`config.mk`:
```
export PLATFORM = sky130hd
export DESIGN_NAME = letter_writer
export DESIGN_NICKNAME = d
export VERILOG_FILES = /design/src/rtl/letter_pkg.sv /design/src/rtl/letter_rom.sv /design/src/rtl/letter_writer.sv
export SDC_FILE = /design/constraint.sdc
export NUM_CORES = 1
export LEC_CHECK = 0
export ABC_AREA = 1
export BUFFER_PORTS_ARGS = -buffer_cell sky130_fd_sc_hd__clkbuf_2
export CORE_AREA = 2 2 42 51
export CTS_CLUSTER_SIZE = 12
export DETAILED_ROUTE_END_ITERATION = 12
export DIE_AREA = 0 0 44 53
export RECOVER_POWER = 100
export SLEW_MARGIN = 20
export SYNTH_ARGS = -nofsm -noshare
export SYNTH_HDL_FRONTEND = slang
export SYNTH_HIERARCHICAL = 1
export SYNTH_SLANG_ARGS = --single-unit
```
`constraint.sdc`:
```
create_clock -name clk -period 3 [get_ports clk]
set_input_delay 0.3 -clock clk [delete_from_list [all_inputs] [get_ports clk]]
set_output_delay 0.3 -clock clk [all_outputs]
set_load 0.1 [all_outputs]
```
`src/rtl/letter_pkg.sv`:
```
// Shared constants for the 2-bit letter symbol stream: letter codes, symbols,
// maximum letter length and the writer FSM state encoding.
package letter_pkg;

    localparam logic [1:0] LTR_I    = 2'd0;
    localparam logic [1:0] LTR_H    = 2'd1;
    localparam logic [1:0] LTR_W    = 2'd2;
    localparam logic [1:0] LTR_RSVD = 2'd3;

    localparam logic [1:0] SYM_IDLE = 2'b00;
    localparam logic [1:0] SYM_01   = 2'b01;
    localparam logic [1:0] SYM_10   = 2'b10;
    localparam logic [1:0] SYM_11   = 2'b11;

    localparam int MAX_LEN = 3;

    typedef enum logic [1:0] {
        ST_IDLE = 2'd0,
        ST_SEND = 2'd1,
        ST_GAP  = 2'd2
    } state_t;

    function automatic logic is_reserved(input logic [1:0] code);
        return (code == LTR_RSVD);
    endfunction

endpackage

```
`src/rtl/letter_rom.sv`:
```
// Combinational symbol table: letter code and symbol index to symbol, plus the
// number of non-zero symbols in the letter. Out-of-range indices return SYM_IDLE.
module letter_rom
    import letter_pkg::*;
(
    input  logic [1:0] i_code,
    input  logic [1:0] i_idx,
    output logic [1:0] o_sym,
    output logic [1:0] o_len
);

    // Symbol and length lookup
    always_comb begin
        o_sym = SYM_IDLE;
        o_len = 2'd0;
        case (i_code)
            LTR_I: begin
                o_len = 2'd1;
                if (i_idx == 2'd0) o_sym = SYM_11;
                else               o_sym = SYM_IDLE;
            end
            LTR_H: begin
                o_len = 2'd2;
                case (i_idx)
                    2'd0:    o_sym = SYM_11;
                    2'd1:    o_sym = SYM_01;
                    default: o_sym = SYM_IDLE;
                endcase
            end
            LTR_W: begin
                o_len = 2'd3;
                case (i_idx)
                    2'd0:    o_sym = SYM_10;
                    2'd1:    o_sym = SYM_10;
                    2'd2:    o_sym = SYM_01;
                    default: o_sym = SYM_IDLE;
                endcase
            end
            default: begin
                o_len = 2'd0;
                o_sym = SYM_IDLE;
            end
        endcase
    end

endmodule

```
`src/rtl/letter_writer.sv`:
```
// Letter writer: accepts one letter code per valid/ready handshake and drives its
// symbol sequence on bits followed by GAP_CYCLES of 00. Macro LETTER_WRITER_ERR_EN adds err.
module letter_writer
    import letter_pkg::*;
#(
    parameter int GAP_CYCLES = 1
) (
    input  logic       clk,
    input  logic       restart,
    input  logic [1:0] letter,
    input  logic       valid,
    output logic       ready,
    output logic [1:0] bits,
    output logic       busy,
    output logic       done
`ifdef LETTER_WRITER_ERR_EN
   ,output logic       err
`endif
);

    localparam int GW = $clog2(GAP_CYCLES + 1);
    localparam logic [GW-1:0] GAP_LAST = GW'(GAP_CYCLES);

    state_t        r_state;
    logic [1:0]    r_code;
    logic [1:0]    r_idx;
    logic [GW-1:0] r_gap;
    logic [1:0]    r_bits;
    logic          r_ready;
    logic          r_busy;
    logic          r_done;

    state_t        w_state_nxt;
    logic [1:0]    w_code_nxt;
    logic [1:0]    w_idx_nxt;
    logic [GW-1:0] w_gap_nxt;
    logic [1:0]    w_bits_nxt;
    logic          w_done_nxt;
    logic          w_accept;
    logic [1:0]    w_idx_inc;
    logic [GW-1:0] w_gap_inc;
    logic [1:0]    w_rom_code;
    logic [1:0]    w_rom_idx;
    logic [1:0]    w_rom_sym;
    logic [1:0]    w_rom_len;

    assign w_accept  = valid && (r_state == ST_IDLE) && !is_reserved(letter);
    assign w_idx_inc = r_idx + 2'd1;
    assign w_gap_inc = r_gap + GW'(1'b1);

    // In IDLE the table looks ahead at the incoming letter so symbol 0 lands on the accept edge
    always_comb begin
        if (r_state == ST_IDLE) begin
            w_rom_code = letter;
            w_rom_idx  = 2'd0;
        end else begin
            w_rom_code = r_code;
            w_rom_idx  = w_idx_inc;
        end
    end

    letter_rom u_rom (
        .i_code (w_rom_code),
        .i_idx  (w_rom_idx),
        .o_sym  (w_rom_sym),
        .o_len  (w_rom_len)
    );

    // Next-state and next-output logic
    always_comb begin
        w_state_nxt = r_state;
        w_code_nxt  = r_code;
        w_idx_nxt   = r_idx;
        w_gap_nxt   = r_gap;
        w_bits_nxt  = SYM_IDLE;
        w_done_nxt  = 1'b0;
        case (r_state)
            ST_IDLE: begin
                if (w_accept) begin
                    w_state_nxt = ST_SEND;
                    w_code_nxt  = letter;
                    w_idx_nxt   = 2'd0;
                    w_bits_nxt  = w_rom_sym;
                end else begin
                    w_state_nxt = ST_IDLE;
                end
            end
            ST_SEND: begin
                if (w_idx_inc >= w_rom_len) begin
                    w_state_nxt = ST_GAP;
                    w_gap_nxt   = GW'(1'b1);
                    w_done_nxt  = (GAP_CYCLES == 1);
                end else begin
                    w_idx_nxt  = w_idx_inc;
                    w_bits_nxt = w_rom_sym;
                end
            end
            ST_GAP: begin
                if (r_gap >= GAP_LAST) begin
                    w_state_nxt = ST_IDLE;
                    w_gap_nxt   = '0;
                end else begin
                    w_gap_nxt  = w_gap_inc;
                    w_done_nxt = (w_gap_inc == GAP_LAST);
                end
            end
            default: begin
                w_state_nxt = ST_IDLE;
            end
        endcase
    end

    // State and registered outputs
    always_ff @(posedge clk) begin
        if (restart) begin
            r_state <= ST_IDLE;
            r_code  <= LTR_I;
            r_idx   <= 2'd0;
            r_gap   <= '0;
            r_bits  <= SYM_IDLE;
            r_ready <= 1'b1;
            r_busy  <= 1'b0;
            r_done  <= 1'b0;
        end else begin
            r_state <= w_state_nxt;
            r_code  <= w_code_nxt;
            r_idx   <= w_idx_nxt;
            r_gap   <= w_gap_nxt;
            r_bits  <= w_bits_nxt;
            r_ready <= (w_state_nxt == ST_IDLE);
            r_busy  <= (w_state_nxt != ST_IDLE);
            r_done  <= w_done_nxt;
        end
    end

    assign ready = r_ready;
    assign bits  = r_bits;
    assign busy  = r_busy;
    assign done  = r_done;

`ifdef LETTER_WRITER_ERR_EN
    logic r_err;

    // Reserved code is consumed in IDLE and flagged one cycle later
    always_ff @(posedge clk) begin
        if (restart) begin
            r_err <= 1'b0;
        end else begin
            r_err <= valid && (r_state == ST_IDLE) && is_reserved(letter);
        end
    end

    assign err = r_err;
`endif

endmodule

```
Word level (Yosys, flattened, before mapping) --
Index checks and enable logic that the tools add are counted.
Storage, ports and cells: output and inout port bits 5, logic and storage cells 58, input port bits 5, bits in registers 12
Cells by class: $lt $le $gt $ge 2, muxes and demuxes 22, equality and inequality tests 10, add/sub/neg operators 2, reductions and logical operators 14
Operator list (count):
- 2-bit two-way mux | 9
- 2-bit case mux with 3 select lines | 3
- 2-bit case mux with 2 select lines | 4
- 2-bit equality test, second input constant | 4
- 2-bit zero test | 4
- 2-bit by 1-bit equality test with 1-bit output, second input constant | 3
- 2-bit != test, second input constant | 3
- 2-bit nonzero test | 3
- 1-bit two-way mux | 4
- 1-bit case mux with 2 select lines | 2
- 2-bit AND reduction | 2
- 3-bit AND reduction | 1
- 2-bit by 1-bit adder with 2-bit output, second input constant | 1
- 2-bit >= comparator | 1
- 1-bit logical AND | 2
- 2-bit OR reduction | 1
- 1-bit adder, second input constant | 1
- 1-bit >= comparator, second input constant | 1
- 1-bit zero test | 1

Logic depth before layout (Yosys ltp) --
Gate-level depths: netlist of run 1.
depth in word-level cells 8, mapped depth 18, depth with buffers taken out 17

Cells and area by module --
Netlist of run 1, hierarchy kept.
By module, submodules not included:
- letter_writer | instances 1, area each 654.4 µm², cells an instance 88
- letter_rom | instances 1, area each 127.6 µm², cells an instance 23

Least setup slack after synthesis of run 1 --
Ideal clock, no wire load.
path kind reg-to-reg, start reg r_state[1], end reg r_busy (netlist: busy), data required time 2877 ps, arrival 2244 ps, path slack 632 ps, stages on the path, launching flop included 16, path buffers 1, setup time 123 ps, path through dfxtp_1 inv_1 ha_1 buf_6 o21ai_0 inv_1 ha_1 nor2_1 nor2_1 ha_1 nand2_1 nand3_1 nand2_1 inv_1 o21ai_2 nand2_2
Between the ends: longest elaborated chain between the ends 8
RTL lines:
- from (decl) | RTL line letter_writer.sv:24 | state_t r_state;
- from (signal assigned) | RTL line letter_writer.sv:125 | r_state <= w_state_nxt;
- 2-bit zero test * | RTL line letter_writer.sv:53 | if (r_state == ST_IDLE) begin
- 2-bit two-way mux * | RTL line letter_writer.sv:53
- named net w_rom_code[0] | RTL line letter_writer.sv:42 | logic [1:0] w_rom_code;
- 2-bit equality test (tied with other cells) | RTL line letter_rom.sv:16 | case (i_code)
- 2-bit case mux with 3 select lines * | RTL line letter_rom.sv:16
- named net w_rom_len[0] | RTL line letter_writer.sv:45 | logic [1:0] w_rom_len;
- 2-bit >= comparator * | RTL line letter_writer.sv:89 | if (w_idx_inc >= w_rom_len) begin
- 2-bit two-way mux * | RTL line letter_writer.sv:89
- 2-bit case mux with 3 select lines * | RTL line letter_writer.sv:77 | case (r_state)
- 2-bit nonzero test * | RTL line letter_writer.sv:131 | r_busy <= (w_state_nxt != ST_IDLE);
- to (signal assigned) | RTL line letter_writer.sv:131
- to (decl) | RTL line letter_writer.sv:30 | logic r_busy;
Mark *: on every way through the listed nets, which the timed path passes. The rest lies on a longest branch. A chain may end at the register's enable or synchronous reset.

Worst setup path in the final report of run 1 --
start reg r_state[0], end reg r_busy (netlist: busy)
The elaborated chain is that of the path after synthesis.

==> flow_summary.rst, run 1 <==
.. list-table::
   :header-rows: 1

   * - Metric
     - Value
   * - Maximum frequency from static timing analysis
     - 0.381 GHz
   * - Die area
     - 2330 µm²
   * - Switching share of power
     - 0.321
   * - Clock transition at path regs
     - 0.08 ns
   * - Final setup violation count
     - 0
   * - Clock sink total
     - 12
   * - Minimum period implied by the final worst setup slack
     - 2.62 ns
   * - Most frequent cells after synthesis
     - inv_1 (25), nand2_1 (21), nor2_1 (14)
   * - Post-Synth Simple-Gate Area
     - 0.283
   * - Sequential area share after synthesis
     - 0.307
   * - Initial antenna violation count
     - 0
   * - Final cell count without fillers
     - 142
   * - Clock power share
     - 0.322
   * - Share of the clock period used by the worst path after layout
     - 0.874
   * - Via count normalized by instance count
     - 4.73
   * - CTS tree
     - built
   * - CTS H-Tree Depth
     - 1
   * - Worst reg2reg setup slack
     - 0.38 ns
   * - Netlist area before placement
     - 782 µm²
   * - Worst-Margin Slew
     - around 1.2 ns
   * - Reg power frac
     - 0.428
   * - Layout overhead on the synthesized area
     - 8.48%
   * - Area of the core
     - 1830 µm²
   * - Detailed Routing Iterations Pass 1
     - 4
   * - Buffers inserted during post-CTS setup optimization
     - 0
   * - RePlAce Congestion
     - 0.852
   * - YS warnings
     - 6
   * - Post-synthesis share of cell area spent on full adders, half adders and majority gates
     - 0.160
   * - Internal Pwr Total
     - 271 µW
   * - Multiplexer fraction of the synthesized cell area
     - 0
   * - Clk_lat worst skew
     - ~0.28 ns
   * - CTS Buf Count
     - 3
   * - Dominant combinational cell family by area after synthesis
     - simple AND/OR/NAND/NOR gates
   * - Net switching power
     - between 100 and 150 µW
   * - Number of global-route vias before repair
     - 596
   * - Port Buf Inserts
     - 9
   * - Vertical extent of the die
     - 53 µm
   * - RSZ-0062 raised after global routing
     - no
   * - Synth Register Bits
     - 12
   * - Total congestion overflow
     - 0
   * - Number of inserted filler cells in the final layout
     - between 200 and 250
   * - Final TNS setup
     - 0 ns
   * - Cts repair resizes
     - 0
   * - Average cell area after synthesis
     - 7.05 µm²
   * - Hold slack final
     - 0.243 ns
   * - Compound-gate portion of the synthesized area
     - 0.0992
   * - Leakage power total
     - 0.000461 µW
   * - Detailed-placement wirelength estimate
     - 1190 µm
   * - Data required, critical path
     - about 3.2 ns
   * - Peak supply drop
     - 351 µV
   * - Max_cap viols
     - 0
   * - Worst-case clock skew
     - about 0.0056 ns
   * - Type of origin of the critical path
     - flop
   * - Most used flip-flop cell after synthesis
     - dfxtp_1
   * - Areal power density over the cells
     - 470 nW/µm²
   * - Number of cells on the worst reg-to-reg path
     - 14
   * - DR DRC count
     - 0
   * - Count of cell types in the netlist
     - 19
   * - Result of the run
     - completed
   * - Fraction of layout cells with a size suffix above 1
     - 0.106
   * - Sum of routed wire length over all layers
     - approximately 1400 µm
   * - Master cell of the clock root buffer
     - clkbuf_4
   * - Wire length of the first global-routing pass
     - 2300 µm
   * - Maximum clock insertion buffer count
     - 2
   * - Setup crit end kind
     - flop
   * - Largest area contributor in the netlist
     - dfxtp_1
   * - Max Fanout on Critical Path
     - 9
   * - Final Hold Fails
     - 0
   * - Multi-input logic area
     - around 410 µm²
   * - WP data arrival
     - 2.80 ns
   * - Chip Width
     - ~44 µm
   * - Fraction of synthesized cell area taken by the top area cell type
     - 0.307
   * - Headroom to the max-slew limit
     - 0.220
   * - Number of hold-repair buffers added at the cts stage
     - 0
   * - Wire length per cell
     - around 9.9 µm
   * - # nets final
     - 139
   * - Xor and xnor fraction of the mapped netlist area
     - 0.0112
   * - Net Count, Synth
     - roughly 130
   * - Count of antenna-violating nets left after detailed routing
     - 0
   * - Critical path type
     - reg -> reg
   * - Overall Global Routing Usage
     - 0.139
   * - Combinational group share of total power
     - 0.250
   * - FFs w/ async S/R, synth
     - 0
   * - Total number of vias
     - 671
   * - Cell with the most instances after synthesis
     - inv_1
   * - Starting density of the core
     - 0.427
   * - Final max-slew violation count
     - 0
   * - Post-synth EDFFs
     - 0
   * - Number of instances in the synthesized netlist
     - 111
   * - Drt initial violations
     - 10
   * - Hold Crit Depth
     - 2
   * - Sequential cell area in the final layout
     - 240 µm²
   * - Number of placement rows
     - 17
   * - Antenna cells
     - 0
   * - Largest net degree at the start of global routing
     - 10
   * - Worst hold path type
     - in -> reg
   * - DP Cell Count
     - between 100 and 150
   * - Biggest area contributors in the synthesized netlist
     - dfxtp_1 (31%), ha_1 (16%), inv_1 (12%), nand2_1 (10%), nor2_1 (6.7%)
   * - Io pins
     - 10
-- cells in the final DEF, fill, tap and decap left out --
cell type   n
ha_1       10
xnor2_1     1
nor2_2      1
nor2_1     14
nand4_1     1
or2_0       1
clkbuf_8    1
a211oi_1    2
nand3_1     7
nand2_2     3
clkbuf_4    3
o21ai_1     1
clkbuf_1    5
o21ai_2     1
a21oi_1     5
nand2_1    21
dfxtp_1    12
inv_1      26
clkbuf_2    4
o21ai_0     4
-- state kept, by name, indices dropped and copies added (netlist names) --
register,flops
r_code,2
r_gap,1
ready,1
r_state,2
bits,2
busy,1
r_idx,2
done,1
-- area by class of cell --
| class | instances | share of cell area |
|---|---|---|
| tap | 19 | 0.0280 |
| inverter | 26 | 0.115 |
| clock buffer | 4 | 0.0428 |
| timing repair buffer | 9 | 0.0457 |
| sequential | 12 | 0.283 |
| multi-input combinational | 72 | 0.485 |
-- power groups by stage --
stage	registers [µW]	clock network [µW]	logic [µW]
6_report	171	128	99.7
5_1_grt	172	140	113
4_1_cts	171	132	105
3_5_place_dp	175	0	104
3_3_place_gp	175	0	103
2_1_floorplan	196	0	63.8
-- logic make-up (layout without fill, tap and decap cells) --
family | count (synthesis) | after routing
compound gates | 13 | 13
xor+xnor | 1 | 1
fa+ha+maj | 10 | 10
buf+inv | 27 | 39
flops | 12 | 12
simple gates | 48 | 48
-- per-layer routing --
metal | up-vias | wire, µm | track usage
met1 | 300 | 611 | 0.146
li1 | 360 | - | -
met3 | 4 | 35 | 0.0307
met5 | - | 0 | 0
met4 | 0 | 24 | 0.0758
met2 | 7 | 736 | 0.250
-- worst max-delay path: stages, from the launching register on --
cell	delay (ns)
dfxtp_1	0.37
inv_1	0.09
ha_1	0.31
o21ai_0	0.37
inv_1	0.11
ha_1	0.24
nor2_1	0.11
nor2_1	0.05
ha_1	0.26
nand2_1	0.08
nand3_1	0.08
nand2_1	0.10
inv_1	0.07
o21ai_1	0.19
nand2_2	0.08
-- final timing paths --
check / from / endpoint
max reg2reg: r_state[0] / busy
min reg2reg: r_code[0] / r_code[0]
max: r_state[0] / busy
min: restart / bits[0]
-- per-stage QoR --
stage | power, µW | utilization | area (µm²) | setup WS (ns)
floorplan | 260 | - | 782 | 0.632
global placement | 278 | 0.459 | 840 | 0.343
detailed placement | 279 | 0.459 | 840 | 0.297
CTS | 408 | 0.479 | 876 | 0.290
global route | 425 | 0.464 | 848 | 0.0600
finish | 399 | 0.464 | 848 | 0.377
No activity file was read; power rests on OpenSTA's default activity.
==> run 2, diff against run 1 <==
CAP_MARGIN = 20   (was default)
MAX_ROUTING_LAYER = met4   (was default)
clock period = 2.2 ns   (was 3 ns; I/O delays follow)
==> run 2 against run 1 <==
Worst setup slack worse by 0.36 ns; utilization is 11 points higher; flip-flop and latch count stayed put; register-to-register slack worse by 0.36 ns; hold slack worse by 0.063 ns; combinational power is 95% higher; first-iteration DRC count is 30% lower; via count is 9.8% higher; critical path type unchanged; critical endpoint is now r_gap; largest power group unchanged.
==> flow_summary.rst, run 2 (synthesis results as in run 1) <==
.. list-table::
   :header-rows: 1

   * - Metric
     - Value
   * - Result of the run
     - completed (unchanged)
   * - Final WS setup
     - 0.0137 ns (was 0.377 ns)
   * - CTS H-Tree Depth
     - 1 (unchanged)
   * - Largest incremental delay on the critical path
     - 0.34 ns (was 0.37 ns)
   * - Net switching power
     - 192 µW (was 128 µW)
   * - Number of inserted filler cells in the final layout
     - 176 (was 205)
   * - Chip Width
     - 44 µm (unchanged)
   * - Peak supply drop
     - 335 µV (was 351 µV)
   * - Final max-slew violation count
     - 0 (unchanged)
   * - Number of hold-repair buffers added at the cts stage
     - 0 (unchanged)
   * - Largest net degree at the start of global routing
     - 9 (was 10)
   * - Worst slack at placement
     - -0.138 ns (was 0.297 ns)
   * - DR DRC count
     - 0 (unchanged)
   * - Areal power density over the cells
     - 530 nW/µm² (was 470 nW/µm²)
   * - Vertical extent of the die
     - 53 µm (unchanged)
   * - Setup crit end kind
     - flop (unchanged)
   * - Multi-input logic area
     - 508 µm² (was 412 µm²)
   * - Most common library cell in the layout ignoring fill and taps
     - inv_1 (unchanged)
   * - Last element of the critical path
     - r_gap (was busy)
   * - Clock transition at path regs
     - 0.07 ns (was 0.08 ns)
   * - Total number of vias
     - 737 (was 671)
   * - Switching share of power
     - 0.344 (was 0.321)
   * - Maximum frequency from static timing analysis
     - 0.457 GHz (was 0.381 GHz)
   * - Port Buf Inserts
     - 9 (unchanged)
   * - Start of the worst register-to-register path
     - r_state[0] (unchanged)
   * - Headroom to the max-slew limit
     - 0.223 (was 0.220)
   * - Leakage power total
     - 0.000534 µW (was 0.000461 µW)
   * - Minimum period implied by the final worst setup slack
     - 2.19 ns (was 2.62 ns)
   * - Initial antenna violation count
     - 0 (unchanged)
   * - Worst-case clock skew
     - 0.00889 ns (was 0.00560 ns)
   * - Max Fanout on Critical Path
     - 5 (was 9)
   * - Sum of routed wire length over all layers
     - 1620 µm (was 1410 µm)
   * - Final Hold Fails
     - 0 (unchanged)
   * - Cell type group with the largest total delay on the critical path
     - simple AND/OR/NAND/NOR gates (was adder cells)
   * - Final setup violation count
     - 0 (unchanged)
   * - Area of the core
     - 1830 µm² (unchanged)
   * - Drt initial violations
     - 7 (was 10)
   * - Number of placement rows
     - 17 (unchanged)
   * - Slowest cell on the critical path
     - dfxtp_2 (was dfxtp_1)
   * - Total congestion overflow
     - 0 (unchanged)
   * - Share of the clock period used by the worst path after layout
     - 0.994 (was 0.874)
   * - Max_cap viols
     - 0 (unchanged)
   * - Worst hold path type
     - in -> reg (unchanged)
   * - Detailed Routing Iterations Pass 1
     - 2 (was 4)
   * - Worst-Margin Slew
     - 1.17 ns (was 1.18 ns)
   * - Clock sink total
     - 12 (unchanged)
   * - Data required, critical path
     - 2.37 ns (was 3.17 ns)
   * - Wire length per cell
     - 10.4 µm (was 9.91 µm)
   * - RSZ-0062 raised after global routing
     - yes (was no)
   * - Most common cell type on the critical path
     - nand2_1
   * - Layout overhead on the synthesized area
     - 34.7% (was 8.48%)
   * - Combinational group share of total power
     - 0.348 (was 0.250)
   * - Path length in cells of the critical path
     - 15 (was 14)
   * - Master cell of the clock root buffer
     - clkbuf_4 (unchanged)
   * - Worst reg2reg setup slack
     - 0.01 ns (was 0.38 ns)
   * - Number of global-route vias before repair
     - 720 (was 596)
   * - CTS Buf Count
     - 3 (unchanged)
   * - # nets final
     - 154 (was 139)
   * - Cells traversed along the worst timing path
     - inv_2 -> ha_4 -> buf_6 -> o21ai_4 -> inv_2 -> ha_4 -> nor2_4 -> nor2_2 -> ha_1 -> nand2_1 -> nand4_1 -> nand2_1 -> nand2_1 -> nor2_1 -> nor2_1 (was inv_1 -> ha_1 -> o21ai_0 -> inv_1 -> ha_1 -> nor2_1 -> nor2_1 -> ha_1 -> nand2_1 -> nand3_1 -> nand2_1 -> inv_1 -> o21ai_1 -> nand2_2)
   * - Maximum clock insertion buffer count
     - 2 (unchanged)
   * - Wire length of the first global-routing pass
     - 2940 µm (was 2300 µm)
   * - Starting density of the core
     - 0.427 (unchanged)
   * - Overall Global Routing Usage
     - 0.174 (was 0.139)
   * - Io pins
     - 10 (unchanged)
   * - Number of cells on the worst reg-to-reg path
     - 15 (was 14)
   * - Hold slack final
     - 0.180 ns (was 0.243 ns)
   * - Sequential cell area in the final layout
     - 243 µm² (was 240 µm²)
   * - Via count normalized by instance count
     - 4.72 (was 4.73)
   * - Internal Pwr Total
     - 366 µW (was 271 µW)
   * - Type of origin of the critical path
     - flop (unchanged)
   * - Post-layout util
     - 0.576 (was 0.464)
   * - End of the worst register-to-register path
     - r_gap (was busy)
   * - Fraction of layout cells with a size suffix above 1
     - 0.343 (was 0.106)
   * - PnR Total Power
     - 558 µW (was 399 µW)
   * - CTS tree
     - built (unchanged)
   * - Die area
     - 2330 µm² (unchanged)
   * - Detailed-placement wirelength estimate
     - 1300 µm (was 1190 µm)
   * - Antenna cells
     - 0 (unchanged)
   * - Clock power share
     - 0.234 (was 0.322)
   * - RePlAce Congestion
     - 0.735 (was 0.852)
   * - Count of buffering cells on the critical path with inverters included
     - 3 (unchanged)
   * - Clk_lat worst skew
     - 0.27 ns (was 0.28 ns)
   * - Count of antenna-violating nets left after detailed routing
     - 0 (unchanged)
   * - Critical path launch point
     - r_state[0] (unchanged)
   * - Critical path type
     - reg -> reg (unchanged)
   * - Top library cells by usage in the layout, fill and taps aside
     - inv_1 (20), nand2_1 (19), buf_4 (13), nor2_1 (12), dfxtp_1 (10) (was inv_1 (26), nand2_1 (21), nor2_1 (14), dfxtp_1 (12), ha_1 (10))
   * - WP data arrival
     - 2.36 ns (was 2.80 ns)
   * - Reg power frac
     - 0.418 (was 0.428)
[run 2: cell types whose count changed in the layout (fill, tap and decap cells not counted), moves of 3 or more]
cell,delta
buf_4,+13
ha_1,-4
ha_4,+4
inv_2,+6
inv_1,-6
o21ai_0,-3
[run 2: worst reg2reg max path, cell delays in order (launching register included)]
cell and delay [ns]:
dfxtp_2 0.34, inv_2 0.05, ha_4 0.17, buf_6 0.12, o21ai_4 0.16, inv_2 0.07
ha_4 0.16, nor2_4 0.10, nor2_2 0.04, ha_1 0.26, nand2_1 0.08, nand4_1 0.21
nand2_1 0.16, nand2_1 0.06, nor2_1 0.08, nor2_1 0.05
[run 2: cell type report]
type                       instances  share of cell area
multi-input combinational         72               0.482
sequential                        12               0.230
timing repair buffer              24               0.151
inverter                          26              0.0926
tap                               19              0.0226
clock buffer                       3              0.0214
[run 2: power by group through the flow]
stage | clock network [µW] | logic (µW) | registers [µW]
floorplan | 0 | 94.2 | 267
global placement | 0 | 166 | 238
detailed placement | 0 | 169 | 238
CTS | 138 | 173 | 233
global route | 146 | 216 | 234
finish | 131 | 194 | 233
[run 2: repair_timing]
item / in CTS / in global routing
buffers inserted: 0 / 3
gates resized for setup: 5 / 13
hold endpoints to repair: 0 / 0
setup endpoints to repair: 9 / 9
pin swaps: 5 / 12
[run 2: how the worst min path moves through the flow]
stage	start	endpoint	slack, ns	cells after the start
5_1_grt	restart	bits[0]	0.20	2
3_5_place_dp	restart	r_code[0]	0.46	2
3_3_place_gp	restart	bits[0]	0.46	2
2_1_floorplan	restart	bits[0]	0.29	1
4_1_cts	restart	bits[0]	0.18	2
6_report	restart	bits[0]	0.18	2
[run 2: layer usage]
metal / up-vias / GRT usage / part of all wire
met5: - / - / 0
met4: 0 / 0.0758 / 0.018
met3: 4 / 0.0307 / 0.019
met2: 6 / 0.314 / 0.55
met1: 337 / 0.184 / 0.42
li1: 390 / - / -
[run 2: per-stage QoR]
stage / setup TNS (ns) / instance area (µm²) / cells
after floorplan: 0 / 808 / 111
after global placement: -0.426 / 956 / 150
after detailed placement: -0.719 / 956 / 150
after CTS: 0 / 995 / 153
after global routing: -0.528 / 1050 / 156
final: 0 / 1050 / 156
==> run 3, diff against run 2 <==
CTS_BUF_LIST = sky130_fd_sc_hd__clkbuf_8   (was default)
==> run 3 against run 2 <==
The flow now finishes with violations (negative setup slack); highest routed layer unchanged; design area up 1.8%; count of clock-buffer cells in the layout unchanged; sequential power about the same; cell count unchanged; combinational power about the same; clock skew down 0.0037 ns; global-route usage up 0.51 points; flip-flop and latch count unchanged.
==> flow_summary.rst, run 3 (synthesis results as in run 1) <==
.. list-table::
   :header-rows: 1

   * - Metric
     - Value
   * - Peak supply drop
     - 638 µV (was 335 µV)
   * - DR DRC count
     - 0 (unchanged)
   * - Critical path type
     - reg -> reg (unchanged)
   * - Max_cap viols
     - 0 (unchanged)
   * - Post-layout util
     - 0.586 (was 0.576)
   * - Master cell of the clock root buffer
     - clkbuf_8 (was clkbuf_4)
   * - Initial antenna violation count
     - 0 (unchanged)
   * - Area of the core
     - 1830 µm² (unchanged)
   * - Net switching power
     - 199 µW (was 192 µW)
   * - Leakage power total
     - 0.000541 µW (was 0.000534 µW)
   * - Areal power density over the cells
     - 581 nW/µm² (was 530 nW/µm²)
   * - Number of placement rows
     - 17 (unchanged)
   * - Vertical extent of the die
     - 53 µm (unchanged)
   * - Wire length of the first global-routing pass
     - 2950 µm (was 2940 µm)
   * - Worst slack at placement
     - -0.138 ns (unchanged)
   * - CTS tree
     - built (unchanged)
   * - Top library cells by usage in the layout, fill and taps aside
     - inv_1 (20), nand2_1 (19), buf_4 (13), nor2_1 (12), dfxtp_1 (10) (unchanged)
   * - Minimum period implied by the final worst setup slack
     - 2.22 ns (was 2.19 ns)
   * - Multi-input logic area
     - 508 µm² (unchanged)
   * - Die area
     - 2330 µm² (unchanged)
   * - Result of the run
     - complete, but fails checks (was completed)
   * - Clock sink total
     - 12 (unchanged)
   * - Share of the clock period used by the worst path after layout
     - 1.01 (was 0.994)
   * - RSZ-0062 raised after global routing
     - yes (unchanged)
   * - Worst-Margin Slew
     - 1.17 ns (about the same)
   * - Antenna cells
     - 0 (unchanged)
   * - Hold slack final
     - 0.212 ns (was 0.180 ns)
   * - Final setup violation count
     - 2 (was 0)
   * - Via count normalized by instance count
     - 4.71 (was 4.72)
   * - Reg power frac
     - 0.376 (was 0.418)
   * - Switching share of power
     - 0.319 (was 0.344)
   * - Data required, critical path
     - 2.33 ns (was 2.37 ns)
   * - WP data arrival
     - 2.35 ns (was 2.36 ns)
   * - RePlAce Congestion
     - 0.735 (unchanged)
   * - Maximum frequency from static timing analysis
     - 0.451 GHz (was 0.457 GHz)
   * - CTS Buf Count
     - 3 (unchanged)
   * - Combinational group share of total power
     - 0.312 (was 0.348)
   * - Worst hold path type
     - in -> reg (unchanged)
   * - Number of inserted filler cells in the final layout
     - 172 (was 176)
   * - Starting density of the core
     - 0.427 (unchanged)
   * - Final max-slew violation count
     - 0 (unchanged)
   * - Sum of routed wire length over all layers
     - 1650 µm (was 1620 µm)
   * - Maximum clock insertion buffer count
     - 2 (unchanged)
   * - Max Fanout on Critical Path
     - 5 (unchanged)
   * - Clock transition at path regs
     - 0.05 ns (was 0.07 ns)
   * - Number of global-route vias before repair
     - 727 (was 720)
   * - Final WS setup
     - -0.0169 ns (was 0.0137 ns)
   * - Type of origin of the critical path
     - flop (unchanged)
   * - Sequential cell area in the final layout
     - 243 µm² (unchanged)
   * - Setup crit end kind
     - flop (unchanged)
   * - Most common library cell in the layout ignoring fill and taps
     - inv_1 (unchanged)
   * - Layout overhead on the synthesized area
     - 37.1% (was 34.7%)
   * - Total congestion overflow
     - 0 (unchanged)
   * - Port Buf Inserts
     - 9 (unchanged)
   * - Detailed-placement wirelength estimate
     - 1300 µm (unchanged)
   * - Internal Pwr Total
     - 424 µW (was 366 µW)
   * - Wire length per cell
     - 10.6 µm (was 10.4 µm)
   * - # nets final
     - 154 (unchanged)
   * - Clk_lat worst skew
     - 0.24 ns (was 0.27 ns)
   * - Total number of vias
     - 735 (was 737)
   * - Headroom to the max-slew limit
     - 0.223 (about the same)
   * - CTS H-Tree Depth
     - 1 (unchanged)
   * - Largest net degree at the start of global routing
     - 9 (unchanged)
   * - Io pins
     - 10 (unchanged)
   * - Worst-case clock skew
     - 0.00523 ns (was 0.00889 ns)
   * - Chip Width
     - 44 µm (unchanged)
   * - Overall Global Routing Usage
     - 0.179 (was 0.174)
   * - Final Hold Fails
     - 0 (unchanged)
   * - PnR Total Power
     - 623 µW (was 558 µW)
   * - Count of antenna-violating nets left after detailed routing
     - 0 (unchanged)
   * - Fraction of layout cells with a size suffix above 1
     - 0.343 (unchanged)
   * - Violations in the final reports
     - negative setup slack
   * - Clock power share
     - 0.312 (was 0.234)
   * - Drt initial violations
     - 7 (unchanged)
   * - Detailed Routing Iterations Pass 1
     - 4 (was 2)
-- run 3: area by class of cell --
cell class	instances	area share
Inverter	26	0.0910
Clock buffer	3	0.0385
Timing Repair Buffer	24	0.148
Tap cell	19	0.0222
Multi-Input combinational cell	72	0.474
Sequential cell	12	0.226
-- run 3: repair_timing --
action                     in CTS  in global routing
setup endpoints to repair       9                  9
pin swaps                       6                 13
gates resized for setup         5                 13
buffers inserted                0                  3
cloned                          0                  0
hold buffers                    0                  0
-- run 3: stage by stage --
| step | area, µm² | TNS [ns] | cells |
|---|---|---|---|
| after floorplan | 808 | 0 | 111 |
| after global placement | 956 | -0.426 | 150 |
| after detailed placement | 956 | -0.719 | 150 |
| after CTS | 1010 | 0 | 153 |
| after global routing | 1070 | -0.527 | 156 |
| final | 1070 | -0.0197 | 156 |
-- run 3: worst paths after layout --
kind                   start   endpoint  slack [ns]  cells after the start
setup reg to reg  r_state[0]      r_gap       -0.02                     15
hold reg to reg    r_code[0]  r_code[0]        0.53                      2
hold / removal       restart    bits[0]        0.21                      2
setup / recovery  r_state[0]      r_gap       -0.02                     15
-- run 3: worst max-delay path, stage by stage, from the launching register on --
cell	delay, ns
dfxtp_2	0.34
inv_2	0.05
ha_4	0.17
buf_6	0.11
o21ai_4	0.16
inv_2	0.07
ha_4	0.16
nor2_4	0.10
nor2_2	0.04
ha_1	0.26
nand2_1	0.08
nand4_1	0.22
nand2_1	0.16
nand2_1	0.06
nor2_1	0.08
nor2_1	0.05
-- run 3: power by group through the flow --
stage | Sequential [µW] | Combinational (µW) | Clock, µW
finish | 234 | 194 | 194
global route | 235 | 216 | 209
CTS | 234 | 173 | 201
detailed placement | 238 | 169 | 0
global placement | 238 | 166 | 0
floorplan | 267 | 94.2 | 0
-- run 3: per-layer routing --
metal / vias up / GRT usage / share of wire
met5: - / - / 0
met4: 0 / 0.106 / 0.028
met3: 4 / 0.0307 / 0.019
met2: 7 / 0.314 / 0.54
met1: 335 / 0.186 / 0.41
li1: 389 / - / -
